File: src/rtl/posit_encoder_pipe.sv
// posit_encoder_pipe
// Packs unpacked posit fields (sign, regime k, exponent, fraction, sticky)
// into an N-bit posit word. Rounds to nearest with ties to even. Saturates
// to maxpos/minpos. Two-stage pipeline with valid/ready on both sides.
//
// Ports:
//   clk, rst          clock (rising edge), synchronous active-high reset
//   in_valid/in_ready input handshake
//   in_is_zero        value is exactly zero
//   in_is_inf         value is NaR (takes priority over in_is_zero)
//   in_sign           1 = negative
//   in_k              regime value, two's complement, N bits
//   in_exp            exponent field, EW bits (unused when ES = 0)
//   in_mant           fraction after the hidden 1, MSB weight 2^-1
//   in_sticky         OR of fraction bits below in_mant[0]
//   out_valid/out_ready output handshake
//   out_posit         encoded posit
//   out_inexact       rounding or saturation changed the value
module posit_encoder_pipe #(
   parameter int N  = 8,
   parameter int ES = 0,
   localparam int EW = (ES > 0) ? ES : 1
) (
   input  logic          clk,
   input  logic          rst,
   input  logic          in_valid,
   output logic          in_ready,
   input  logic          in_is_zero,
   input  logic          in_is_inf,
   input  logic          in_sign,
   input  logic [N-1:0]  in_k,
   input  logic [EW-1:0] in_exp,
   input  logic [N-1:0]  in_mant,
   input  logic          in_sticky,
   output logic          out_valid,
   input  logic          out_ready,
   output logic [N-1:0]  out_posit,
   output logic          out_inexact
);

   // Width of the exponent+fraction tail, and of the scratch vector that
   // holds the regime followed by that tail.
   localparam int T = ES + N;
   localparam int L = N + T;

   logic [T-1:0] tail;

   // With ES = 0 the exponent port exists only to keep a legal width.
   if (ES == 0) begin : g_noexp
      logic unused_exp;
      assign unused_exp = ^in_exp;
      assign tail = in_mant;
   end else begin : g_exp
      assign tail = {in_exp, in_mant};
   end

   logic         s1_valid;
   logic [N-2:0] s1_body;
   logic         s1_guard;
   logic         s1_sticky;
   logic         s1_sign;
   logic         s1_zero;
   logic         s1_inf;
   logic         s1_sat_max;
   logic         s1_sat_min;

   logic s2_load;
   logic s1_load;

   assign s2_load  = !out_valid || out_ready;
   assign s1_load  = !s1_valid || s2_load;
   assign in_ready = s1_load && !rst;

   int           k_val;
   int           r_len;
   logic [L-1:0] reg_bits;
   logic [L-1:0] tail_shift;
   logic [L-1:0] full_vec;
   logic [N-2:0] b_body;
   logic         b_guard;
   logic         b_sticky;
   logic         b_sat_max;
   logic         b_sat_min;

   // Stage 1: lay the regime at the top of a wide vector, slide the tail in
   // right behind it, then cut to N-1 body bits plus guard and sticky.
   // A k>=0 regime is r_len-1 ones and a terminating zero; a k<0 regime is
   // r_len-1 zeros and a terminating one. Either way r_len = |k| + 1 or k+2.
   always_comb begin
      k_val      = int'(signed'(in_k));
      b_sat_max  = k_val > N - 2;
      b_sat_min  = k_val < -(N - 2);
      r_len      = (k_val >= 0) ? k_val + 2 : 1 - k_val;
      tail_shift = {tail, {N{1'b0}}} >> r_len;
      if (k_val >= 0)
         reg_bits = ~({L{1'b1}} >> (r_len - 1));
      else
         reg_bits = {1'b1, {(L-1){1'b0}}} >> (r_len - 1);
      full_vec = reg_bits | tail_shift;
      b_body   = full_vec[L-1 -: N-1];
      b_guard  = full_vec[L-N];
      b_sticky = (|full_vec[L-N-1:0]) || in_sticky;
   end

   logic         round_up;
   logic [N-1:0] sum;
   logic [N-2:0] mag;
   logic         mag_inexact;
   logic [N-1:0] word;
   logic [N-1:0] s2_posit;
   logic         s2_inexact;

   // Stage 2: round, then clamp. Any carry out of the body or a result of
   // zero means the true value is outside the representable magnitude range,
   // so it is pinned to maxpos/minpos and flagged inexact.
   always_comb begin
      round_up = s1_guard && (s1_sticky || s1_body[0]);
      sum      = {1'b0, s1_body} + {{(N-1){1'b0}}, round_up};
      if (s1_sat_max) begin
         mag         = {(N-1){1'b1}};
         mag_inexact = 1'b1;
      end else if (s1_sat_min) begin
         mag         = {{(N-2){1'b0}}, 1'b1};
         mag_inexact = 1'b1;
      end else if (sum[N-1]) begin
         mag         = {(N-1){1'b1}};
         mag_inexact = 1'b1;
      end else if (sum[N-2:0] == '0) begin
         mag         = {{(N-2){1'b0}}, 1'b1};
         mag_inexact = 1'b1;
      end else begin
         mag         = sum[N-2:0];
         mag_inexact = s1_guard || s1_sticky;
      end
      word = {1'b0, mag};
      if (s1_inf) begin
         s2_posit   = {1'b1, {(N-1){1'b0}}};
         s2_inexact = 1'b0;
      end else if (s1_zero) begin
         s2_posit   = '0;
         s2_inexact = 1'b0;
      end else begin
         s2_posit   = s1_sign ? (~word + 1'b1) : word;
         s2_inexact = mag_inexact;
      end
   end

   // Pipeline registers. Each stage keeps its payload when it holds no
   // valid item, so only the valid flags need reset to drop in-flight data.
   always_ff @(posedge clk) begin
      if (rst) begin
         s1_valid    <= 1'b0;
         out_valid   <= 1'b0;
         out_posit   <= '0;
         out_inexact <= 1'b0;
      end else begin
         if (s2_load) begin
            out_valid <= s1_valid;
            if (s1_valid) begin
               out_posit   <= s2_posit;
               out_inexact <= s2_inexact;
            end
         end
         if (s1_load) begin
            s1_valid <= in_valid;
            if (in_valid) begin
               s1_body    <= b_body;
               s1_guard   <= b_guard;
               s1_sticky  <= b_sticky;
               s1_sign    <= in_sign;
               s1_zero    <= in_is_zero;
               s1_inf     <= in_is_inf;
               s1_sat_max <= b_sat_max;
               s1_sat_min <= b_sat_min;
            end
         end
      end
   end

endmodule
File: config.mk
export PLATFORM = sky130hd
export DESIGN_NAME = posit_encoder_pipe
export DESIGN_NICKNAME = d
export VERILOG_FILES = /design/src/rtl/posit_encoder_pipe.sv
export SDC_FILE = /design/constraint.sdc
export NUM_CORES = 1
export LEC_CHECK = 0
export ABC_CLOCK_PERIOD_IN_PS = 5100
export CORE_ASPECT_RATIO = 2
export CORE_MARGIN = 2
export CORE_UTILIZATION = 40
export CTS_BUF_LIST = sky130_fd_sc_hd__clkbuf_8 sky130_fd_sc_hd__clkbuf_16
export DETAILED_ROUTE_END_ITERATION = 6
export SYNTH_ARGS = -nofsm -noshare
export SYNTH_HDL_FRONTEND = slang
export SYNTH_SLANG_ARGS = --single-unit
File: constraint.sdc
create_clock -name clk -period 5.1 [get_ports clk]
set_clock_uncertainty 0.1 [all_clocks]
set_input_delay 1.275 -clock clk [delete_from_list [all_inputs] [get_ports clk]]
set_output_delay 1.275 -clock clk [all_outputs]
set_load 0.005 [all_outputs]
## Word level (Yosys, flattened, before mapping)

Cells that the tools add are included.
W data, S select, Z words.

| operators by class | value |
|---|---|
| add/sub/neg operators | 5 |
| multipliers | 0 |
| divide/modulo/power cells | 0 |
| $lt $le $gt $ge | 3 |
| equal/unequal tests | 0 |
| shift operators | 3 |
| multiplexer cells | 15 |
| bitwise gates (word level) | 4 |
| reduce and logical (&&, ||, !) cells | 14 |

Operator list:

| cell | number |
|---|---|
| $shr A16 B32 Y16 const A | 2 |
| $mux W32 | 1 |
| $shr A16 B32 Y16 | 1 |
| $sub A32 B2 Y32 const B | 1 |
| $mux W7 | 4 |
| $mux W8 | 3 |
| $mux W16 | 1 |
| $not A16 Y16 | 1 |
| $or A16 B16 Y16 | 1 |
| $add A8 B3 Y9 const B | 1 |
| $sub A2 B8 Y9 const A | 1 |
| $add A7 B1 Y8 | 1 |
| $add A8 B1 Y8 const B | 1 |
| $ge A8 B1 Y1 const B | 1 |
| $gt A8 B4 Y1 const B | 1 |
| $lt A8 B4 Y1 const B | 1 |
| $not A7 Y8 | 1 |
| $reduce_or A8 Y1 | 1 |
| $logic_not A7 Y1 | 1 |
| $mux W1 | 6 |
| $logic_or A1 B1 Y1 | 5 |
| $logic_not A1 Y1 | 3 |
| $reduce_and A3 Y1 | 1 |
| $logic_and A1 B1 Y1 | 2 |
| 2 further kinds | 2 |

| storage, ports and cells | value |
|---|---|
| register bits | 25 |
| latch bits | 0 |
| RAM bits | 0 |
| ROM bits | 0 |
| word-level logic and storage cells | 56 |
| memories | 0 |

## Depth between registers and ports, before layout

Gate-level depths: netlist of the first run.

| depth | value |
|---|---|
| word-level depth | 13 |
| mapped depth | 19 |
| gate-level depth less buffers | 15 |

## Worst setup path after synthesis of the first run

Ideal clock, no wire load.

| timing | value |
|---|---|
| path kind | input to register |
| from | input in_k[1] |
| to | register s1_sticky (data pin) |
| setup time | 0.272 ns |
| arrival | 5.009 ns |
| data required time | 4.728 ns |
| slack | -0.280 ns |
| stages | 17 |
| path through | buf_4 > buf_2 > clkinv_1 > ha_1 > o21a_1 > xor2_1 > nand4_1 > clkbuf_1 > or3_1 > ha_1 > or4b_1 > nor3_2 > and3_1 > buf_6 > nand2_1 > a221o_1 > or4_1 |

| on the way | value |
|---|---|
| longest elaborated chain between the ends | 9 |

RTL lines:

| item | RTL line | source |
|---|---|---|
| from (decl) | 31 | `input logic [N-1:0] in_k,` |
| $sub A2 B8 Y9 (tied with other cells) | 93 | `r_len = (k_val >= 0) ? k_val + 2 : 1 - k_val;` |
| $mux W32 | 93 |  |
| $sub A32 B2 Y32 | 96, 98 |  |
| $shr A16 B32 Y16 | 96 | `reg_bits = ~({L{1'b1}} >> (r_len - 1));` |
| $not A16 Y16 | 96 |  |
| $mux W16 | 95 | `if (k_val >= 0)` |
| $or A16 B16 Y16 (*) | 99 | `full_vec = reg_bits \| tail_shift;` |
| $reduce_or A8 Y1 (*) | 102 | `b_sticky = (\|full_vec[L-N-1:0]) \|\| in_sticky;` |
| $logic_or A1 B1 Y1 (*) | 102 |  |
| named net b_sticky | 81 | `logic b_sticky;` |
| to (signal assigned) | 169 | `s1_sticky <= b_sticky;` |
| to (decl) | 60 | `logic s1_sticky;` |

Mark *: on every way through the listed nets, which the timed path passes. The rest lies on a longest branch.
A chain may end at the register's enable or synchronous reset.

## Worst setup path after layout of the first run

| timing | value |
|---|---|
| from | input in_k[4] |
| to | register s1_sticky (data pin) |

Same word-level chain as after synthesis.

==> results.md, run 1 <==
* Fin. Hold Viols at 0
* DP Cell Count at 495
* Vias in the first global route at 2,655
* Main synth FF type: edfxtp_1
* CP Max Fanout at 9
* Vias per cell at 5.69
* Max Cap Viol at 0
* Ratio of cells with drive above 1 in the final layout at 0.160
* CORE AREA at 7160 um^2
* Synth Register Bits at 25
* Clock Latency Late Sink at 0.26 ns
* Crit. End Element: flip-flop
* Maximum clock path buffer count at 2
* Async set-reset flop share out of synthesis at 0
* Area leader, netlist: edfxtp_1
* Initial antenna violation count at 0
* Routability cong. at 0.880
* Total track usage at 0.181
* Critical path launch point type: input pin
* First-pass GRT wire length at 12.2 mm
* Reg clk slew, reported paths at 0.07 ns
* Largest net degree at the start of global routing at 21
* Setup-failing EPs final at 0
* Die height at 125 um
* CP Launch Point: in_k[4]
* Avg Inst Size Synth at 8.19 um^2
* ANT nets after route at 0
* Worst R2R End: out_posit[4]
* Hold/Removal Path Class: flip-flop to flip-flop
* Unrepaired setup endpoints after global routing: false
* Clock root cell: clkbuf_16
* CTS Buf Count at 3
* Pleak at 0.00139 uW
* Die width at 64.4 um
* CP Class: input pin to flip-flop
* Slew Viols, Final at 0
* Total clock sinks at 25
* Post-route design area at 3630 um^2
* Die Area at 8030 um^2
* Most frequent cells in the layout: nor2_1 (32), buf_4 (32), clkdlybuf4s50_1 (29)
* Post-synthesis cell type count at 81
* Fillers at 716
* Synthesized instance count at 356
* DR iter-0 viols at 157
* I/O Buffers at 34
* Sequential share of the synthesized area at 0.220
* Cell Area, Synth at 2910 um^2
* Fin cells at 499
* Placed cell area at 3500 um^2
* Post-route DRC at 0
* Critical path arrival at 4.77 ns
* Count of yosys warnings during synthesis at 0
* Setup TNS at 0 ns
* Antenna diodes at 0
* Global route overflow at 0
* Max Freq at 205 MHz
* Initial DRT Pass Iterations at 4
* Worst EP required at 4.99 ns
* Period Utilization, post-route at 0.957
* Drt wl/cell at 14.7 um
* Pwr/cell area at 178 nW/um^2
* Via count at 2,838
* Worst slew pin tran at 0.595 ns
* Starting Density at 0.407
* Area Overhead vs Synth at 24.4%
* Largest cells by area after synthesis: edfxtp_1 (14%), dfxtp_1 (7.6%), ha_1 (6.0%)
* Area fraction of the dominant cell type after synthesis at 0.144
* Number of synthesized flops with an enable pin at 14
* Post-CTS Repair Setup Buffers at 0
* Worst reg2reg setup slack at 1.93 ns
* Worst vdd ir at 0.113 mV
* Worst r2r src: s1_sticky
* H-tree levels at 1
* CTS tree: yes
* Final min period at 4.88 ns
* Io pins at 36
* DP Wirelength at 5.72 mm
* Nets at 447
* Post-Route WL at 7.32 mm
* Reg2reg path depth at 13
* Capture point of the worst path: s1_sticky
* Row cnt at 44
* Status: finished, final reports clean
* Rel. slew slack at 0.600
cell usage after synthesis (3+ instances only):
cell / n
o22ai_1: 3
nor3b_1: 3
o31ai_1: 3
clkbuf_1: 12
ha_1: 14
nor2b_1: 9
nand2b_1: 8
xor2_1: 5
nor2_1: 32
or3_1: 10
a22oi_1: 3
a21o_1: 4
nand2_1: 22
and2_1: 4
nand3_1: 12
a211oi_1: 4
buf_1: 3
edfxtp_1: 14
a41oi_1: 3
dfxtp_1: 11
a22o_1: 5
nor3_1: 11
o21ai_0: 21
inv_1: 8
mux2i_1: 17
and3_1: 3
a31oi_1: 4
buf_6: 3
nor4_1: 3
buf_2: 7
xnor2_1: 7
nand4_1: 5
a21oi_1: 21
sequential cells by signal (all words and copies together), names as in the netlist:
| name | flops |
|---|---|
| out_posit | 8 |
| s1_body | 7 |
| out_inexact | 1 |
| out_valid | 1 |
| s1_guard | 1 |
| s1_inf | 1 |
| s1_sat_max | 1 |
| s1_sat_min | 1 |
| s1_sign | 1 |
| s1_sticky | 1 |
| s1_valid | 1 |
| s1_zero | 1 |
worst min path at each step:
stage / start / end / cells after the start
after floorplan: out_posit[0] / out_posit[0] / 2
after global placement: out_posit[0] / out_posit[0] / 2
after detailed placement: out_posit[0] / out_posit[0] / 2
after CTS: out_posit[0] / out_posit[0] / 2
after global routing: out_posit[0] / out_posit[0] / 2
final: out_posit[0] / out_posit[0] / 2
cell type report:
class | count | area [um^2] | share of cell area
tap | 92 | 115 | 0.0317
sequential | 25 | 641 | 0.177
multi-input combinational | 300 | 2140 | 0.591
timing repair buffer | 67 | 604 | 0.167
clock inverter | 1 | 6.26 | 0.00173
inverter | 11 | 42.5 | 0.0117
clock buffer | 3 | 75.1 | 0.0207
logic make-up (layout without fill, tap and decap cells):
family | Yosys count | after routing | synth area share
compound gates | 102 | 102 | 0.248
other cells | 1 | 8 | 0.00129
fa+ha+maj | 14 | 14 | 0.0601
simple gates | 140 | 140 | 0.267
xor+xnor | 15 | 15 | 0.0627
mux | 21 | 21 | 0.0786
buf+inv | 38 | 82 | 0.0623
flops | 25 | 25 | 0.220
what timing repair did:
| item | CTS | global route |
|---|---|---|
| setup endpoints to repair | 0 | 4 |
| resized for setup | 0 | 13 |
| endpoints found under the hold margin | 0 | 0 |
| hold buffers | 0 | 0 |
metrics by stage:
| step | total power, uW | hold slack [ns] | util | worst slack, ns |
|---|---|---|---|---|
| floorplan | 390 | 0.348 | - | 0.0256 |
| global placement | 466 | 0.344 | 0.490 | -0.131 |
| detailed placement | 471 | 0.357 | 0.490 | -0.215 |
| CTS | 645 | 0.366 | 0.501 | 0.0397 |
| global route | 681 | 0.389 | 0.507 | 0.00429 |
| finish | 645 | 0.358 | 0.507 | 0.217 |
where the power goes:
part	leakage [uW]	internal (uW)	switching [uW]	total (uW)
registers	0.000221	222	8.90	231
clock network	0.0000414	107	67.1	174
logic	0.00113	112	128	240
total	0.00139	441	204	645
critical path: stages:
cell,delay [ns]
clkdlybuf4s50_1,0.54
a41oi_1,0.14
a221oi_2,0.26
mux2i_2,0.11
nand4_1,0.12
buf_6,0.14
or3_1,0.11
ha_1,0.22
or4b_1,0.57
nor3_4,0.25
and3_4,0.22
nand2_1,0.05
a221o_1,0.34
or4_4,0.42
layer usage:
metal  GRT usage  share of wire  up-vias
li1            -              -     1436
met5           0              0        -
met4      0.0313         0.0096        0
met2       0.324           0.53       49
met3      0.0126          0.024        7
met1       0.239           0.43     1346
(Power assumes the default switching activity.)
==> run 2, diff against run 1 <==
--- a/config.mk
+++ b/config.mk
@@ -11,6 +11,8 @@
 export CORE_UTILIZATION = 40
 export CTS_BUF_LIST = sky130_fd_sc_hd__clkbuf_8 sky130_fd_sc_hd__clkbuf_16
 export DETAILED_ROUTE_END_ITERATION = 6
+export HOLD_SLACK_MARGIN = 0.02
+export SETUP_SLACK_MARGIN = 0.1
 export SYNTH_ARGS = -nofsm -noshare
 export SYNTH_HDL_FRONTEND = slang
 export SYNTH_SLANG_ARGS = --single-unit
==> run 2 against run 1 <==
Net effect: final area is 0.90% lower; register-to-register slack got worse by 0.02 ns; sequential power hardly changed; via count up 2.3%; first-iteration DRC count up 13%; critical endpoint unchanged.
==> results.md, run 2 (same netlist as run 1, synthesis figures left out) <==
* Critical path launch point type: input pin (unchanged)
* Pint at 438 uW (was 441 uW)
* Antenna diodes at 0 (unchanged)
* Max Freq at 210 MHz (was 205 MHz)
* Worst slew pin tran at 0.582 ns (was 0.595 ns)
* Total clock sinks at 25 (unchanged)
* Area Overhead vs Synth at 23.3% (was 24.4%)
* Largest net degree at the start of global routing at 26 (was 21)
* Slew Viols, Final at 0 (unchanged)
* H-tree levels at 1 (unchanged)
* Global route overflow at 0 (unchanged)
* Post-route DRC at 0 (unchanged)
* Unrepaired setup endpoints after global routing: false (unchanged)
* I/O Buffers at 34 (unchanged)
* Post-Route WL at 7.36 mm (was 7.32 mm)
* Clock root cell: clkbuf_16 (unchanged)
* Crit. End Element: flip-flop (unchanged)
* Initial DRT Pass Iterations at 5 (was 4)
* Most common cell after layout, fill and taps aside: nor2_1
* Die Area at 8030 um^2 (unchanged)
* Status: finished, final reports clean (unchanged)
* Hold Crit Depth at 2 (unchanged)
* Setup ws final at 0.329 ns (was 0.217 ns)
* Hold/Removal Path Class: flip-flop to flip-flop (unchanged)
* Reg clk slew, reported paths at 0.07 ns (about the same)
* First-pass GRT wire length at 12.4 mm (was 12.2 mm)
* Reg2reg path depth at 12 (was 13)
* Drt wl/cell at 14.8 um (was 14.7 um)
* CORE AREA at 7160 um^2 (unchanged)
* Sw frac at 0.318 (was 0.316)
* Worst EP required at 4.98 ns (was 4.99 ns)
* Placed cell area at 3490 um^2 (was 3500 um^2)
* Row cnt at 44 (unchanged)
* Nets at 444 (was 447)
* Worst vdd ir at 0.143 mV (was 0.113 mV)
* DP Worst Slack at -0.263 ns (was -0.215 ns)
* CP Class: input pin to flip-flop (unchanged)
* Fillers at 716 (unchanged)
* Vias in the first global route at 2,762 (was 2,655)
* Largest register FFs at 8 (unchanged)
* Top reg by flops: out_posit (unchanged)
* Starting Density at 0.407 (unchanged)
* Period Utilization, post-route at 0.936 (was 0.957)
* Maximum clock path buffer count at 2 (unchanged)
* Post-Route M1 WL at 2.99 mm (was 3.18 mm)
* Pleak at 0.00136 uW (was 0.00139 uW)
* Fin. Hold Viols at 0 (unchanged)
* Initial antenna violation count at 0 (unchanged)
* Max Cap Viol at 0 (unchanged)
* Post-route design area at 3590 um^2 (was 3630 um^2)
* Setup-failing EPs final at 0 (unchanged)
* Worst R2R End: out_posit[6] (was out_posit[4])
* Clock Latency Late Sink at 0.26 ns (about the same)
* Max layer used: met4 (unchanged)
* Vias per cell at 5.85 (was 5.69)
* Io pins at 36 (unchanged)
* Worst r2r src: s1_sticky (unchanged)
* Reg power frac at 0.360 (was 0.358)
* Rel. slew slack at 0.609 (was 0.600)
* Routed wl met3 at 304 um (was 177 um)
* Most frequent cells in the layout: nor2_1 (32), clkdlybuf4s50_1 (28), buf_4 (28) (was nor2_1 (32), buf_4 (32), clkdlybuf4s50_1 (29))
* Hold endpoint: out_posit[0] (unchanged)
* Final min period at 4.77 ns (was 4.88 ns)
* Routability cong. at 0.880 (about the same)
* ANT nets after route at 0 (unchanged)
* Comb power frac at 0.369 (was 0.372)
* Setup TNS at 0 ns (unchanged)
* DR iter-0 viols at 177 (was 157)
* Pwr/cell area at 179 nW/um^2 (was 178 nW/um^2)
* Die width at 64.4 um (unchanged)
* CTS Buf Count at 3 (unchanged)
* CP Max Fanout at 13 (was 9)
* Ratio of cells with drive above 1 in the final layout at 0.151 (was 0.160)
* Worst reg2reg setup slack at 1.91 ns (was 1.93 ns)
* CTS tree: yes (unchanged)
* Die height at 125 um (unchanged)
* Critical path arrival at 4.65 ns (was 4.77 ns)
* HP Start: out_posit[0] (unchanged)
* Total track usage at 0.187 (was 0.181)
* Via count at 2,903 (was 2,838)
* WL met2 at 3.89 mm (about the same)
* Top Registers: out_posit x8, s1_body x7 (unchanged)
* Sw power at 204 uW (about the same)
* Share of power burned in the clock network at 0.271 (was 0.269)
* Post-CTS Repair Setup Buffers at 0 (unchanged)
* DP Wirelength at 5.82 mm (was 5.72 mm)
* CTS Hold Buffers Added at 0 (unchanged)
-- run 2: cell types whose count changed in the layout (fill, tap and decap cells not counted), sizes merged --
cell	delta
buf	-3
dlymetal6s2s	-2
dlygate4sd2	+2
clkdlybuf4s50	-1
clkbuf	+1
-- run 2: how the worst max path moves through the flow --
stage / startpoint / endpoint / slack [ns] / depth (start not counted)
3_3_place_gp: in_k[1] / s1_sticky / -0.20 / 15
6_report: in_k[7] / s1_sticky / 0.33 / 14
5_1_grt: in_k[7] / s1_sticky / 0.13 / 14
2_1_floorplan: in_k[1] / s1_sticky / 0.11 / 17
3_5_place_dp: in_k[1] / s1_sticky / -0.26 / 16
4_1_cts: in_k[2] / s1_sticky / 0.11 / 16
-- run 2: critical path, stage by stage --
cell and delay (ns):
dlygate4sd2_1 0.39, inv_2 0.10, a221oi_2 0.32, mux2i_2 0.11, nand4_1 0.11, buf_6 0.15, or3_1 0.11, ha_1 0.21
or4b_1 0.54, nor3_2 0.26, and3_4 0.22, nand2_1 0.05, a221o_1 0.34, or4_1 0.46
-- run 2: area by class of cell --
type	count	area, um^2	share of cell area
Tap cell	92	115	0.0320
Timing Repair Buffer	64	573	0.159
Multi-Input combinational cell	300	2140	0.595
Sequential cell	25	641	0.178
Clock buffer	3	75.1	0.0209
Clock inverter	1	6.26	0.00174
Inverter	11	46.3	0.0129
-- run 2: power by group through the flow --
stage | clock (uW) | combinational (uW) | sequential (uW)
6_report | 174 | 237 | 231
5_1_grt | 187 | 260 | 233
4_1_cts | 176 | 236 | 231
3_5_place_dp | 0 | 235 | 235
3_3_place_gp | 0 | 230 | 235
2_1_floorplan | 0 | 161 | 230
-- run 2: timing repair --
| item | CTS | global route |
|---|---|---|
| gates cloned | 0 | 0 |
| endpoints found under the setup margin | 1 | 3 |
| resized for setup | 5 | 8 |
| pin swaps | 0 | 1 |
-- run 2: per-layer routing --
| layer | GRT usage | vias to the layer above |
|---|---|---|
| met5 | 0 | - |
| met1 | 0.229 | 1381 |
| met2 | 0.337 | 81 |
| met3 | 0.0163 | 14 |
| met4 | 0.0613 | 0 |
| li1 | - | 1427 |
-- run 2: metrics by stage --
stage	power, uW	hold slack, ns	utilization	std cells
finish	642	0.374	0.502	496
global route	680	0.406	0.502	496
CTS	643	0.377	0.500	496
detailed placement	470	0.366	0.488	492
global placement	464	0.345	0.488	492
floorplan	391	0.348	-	363
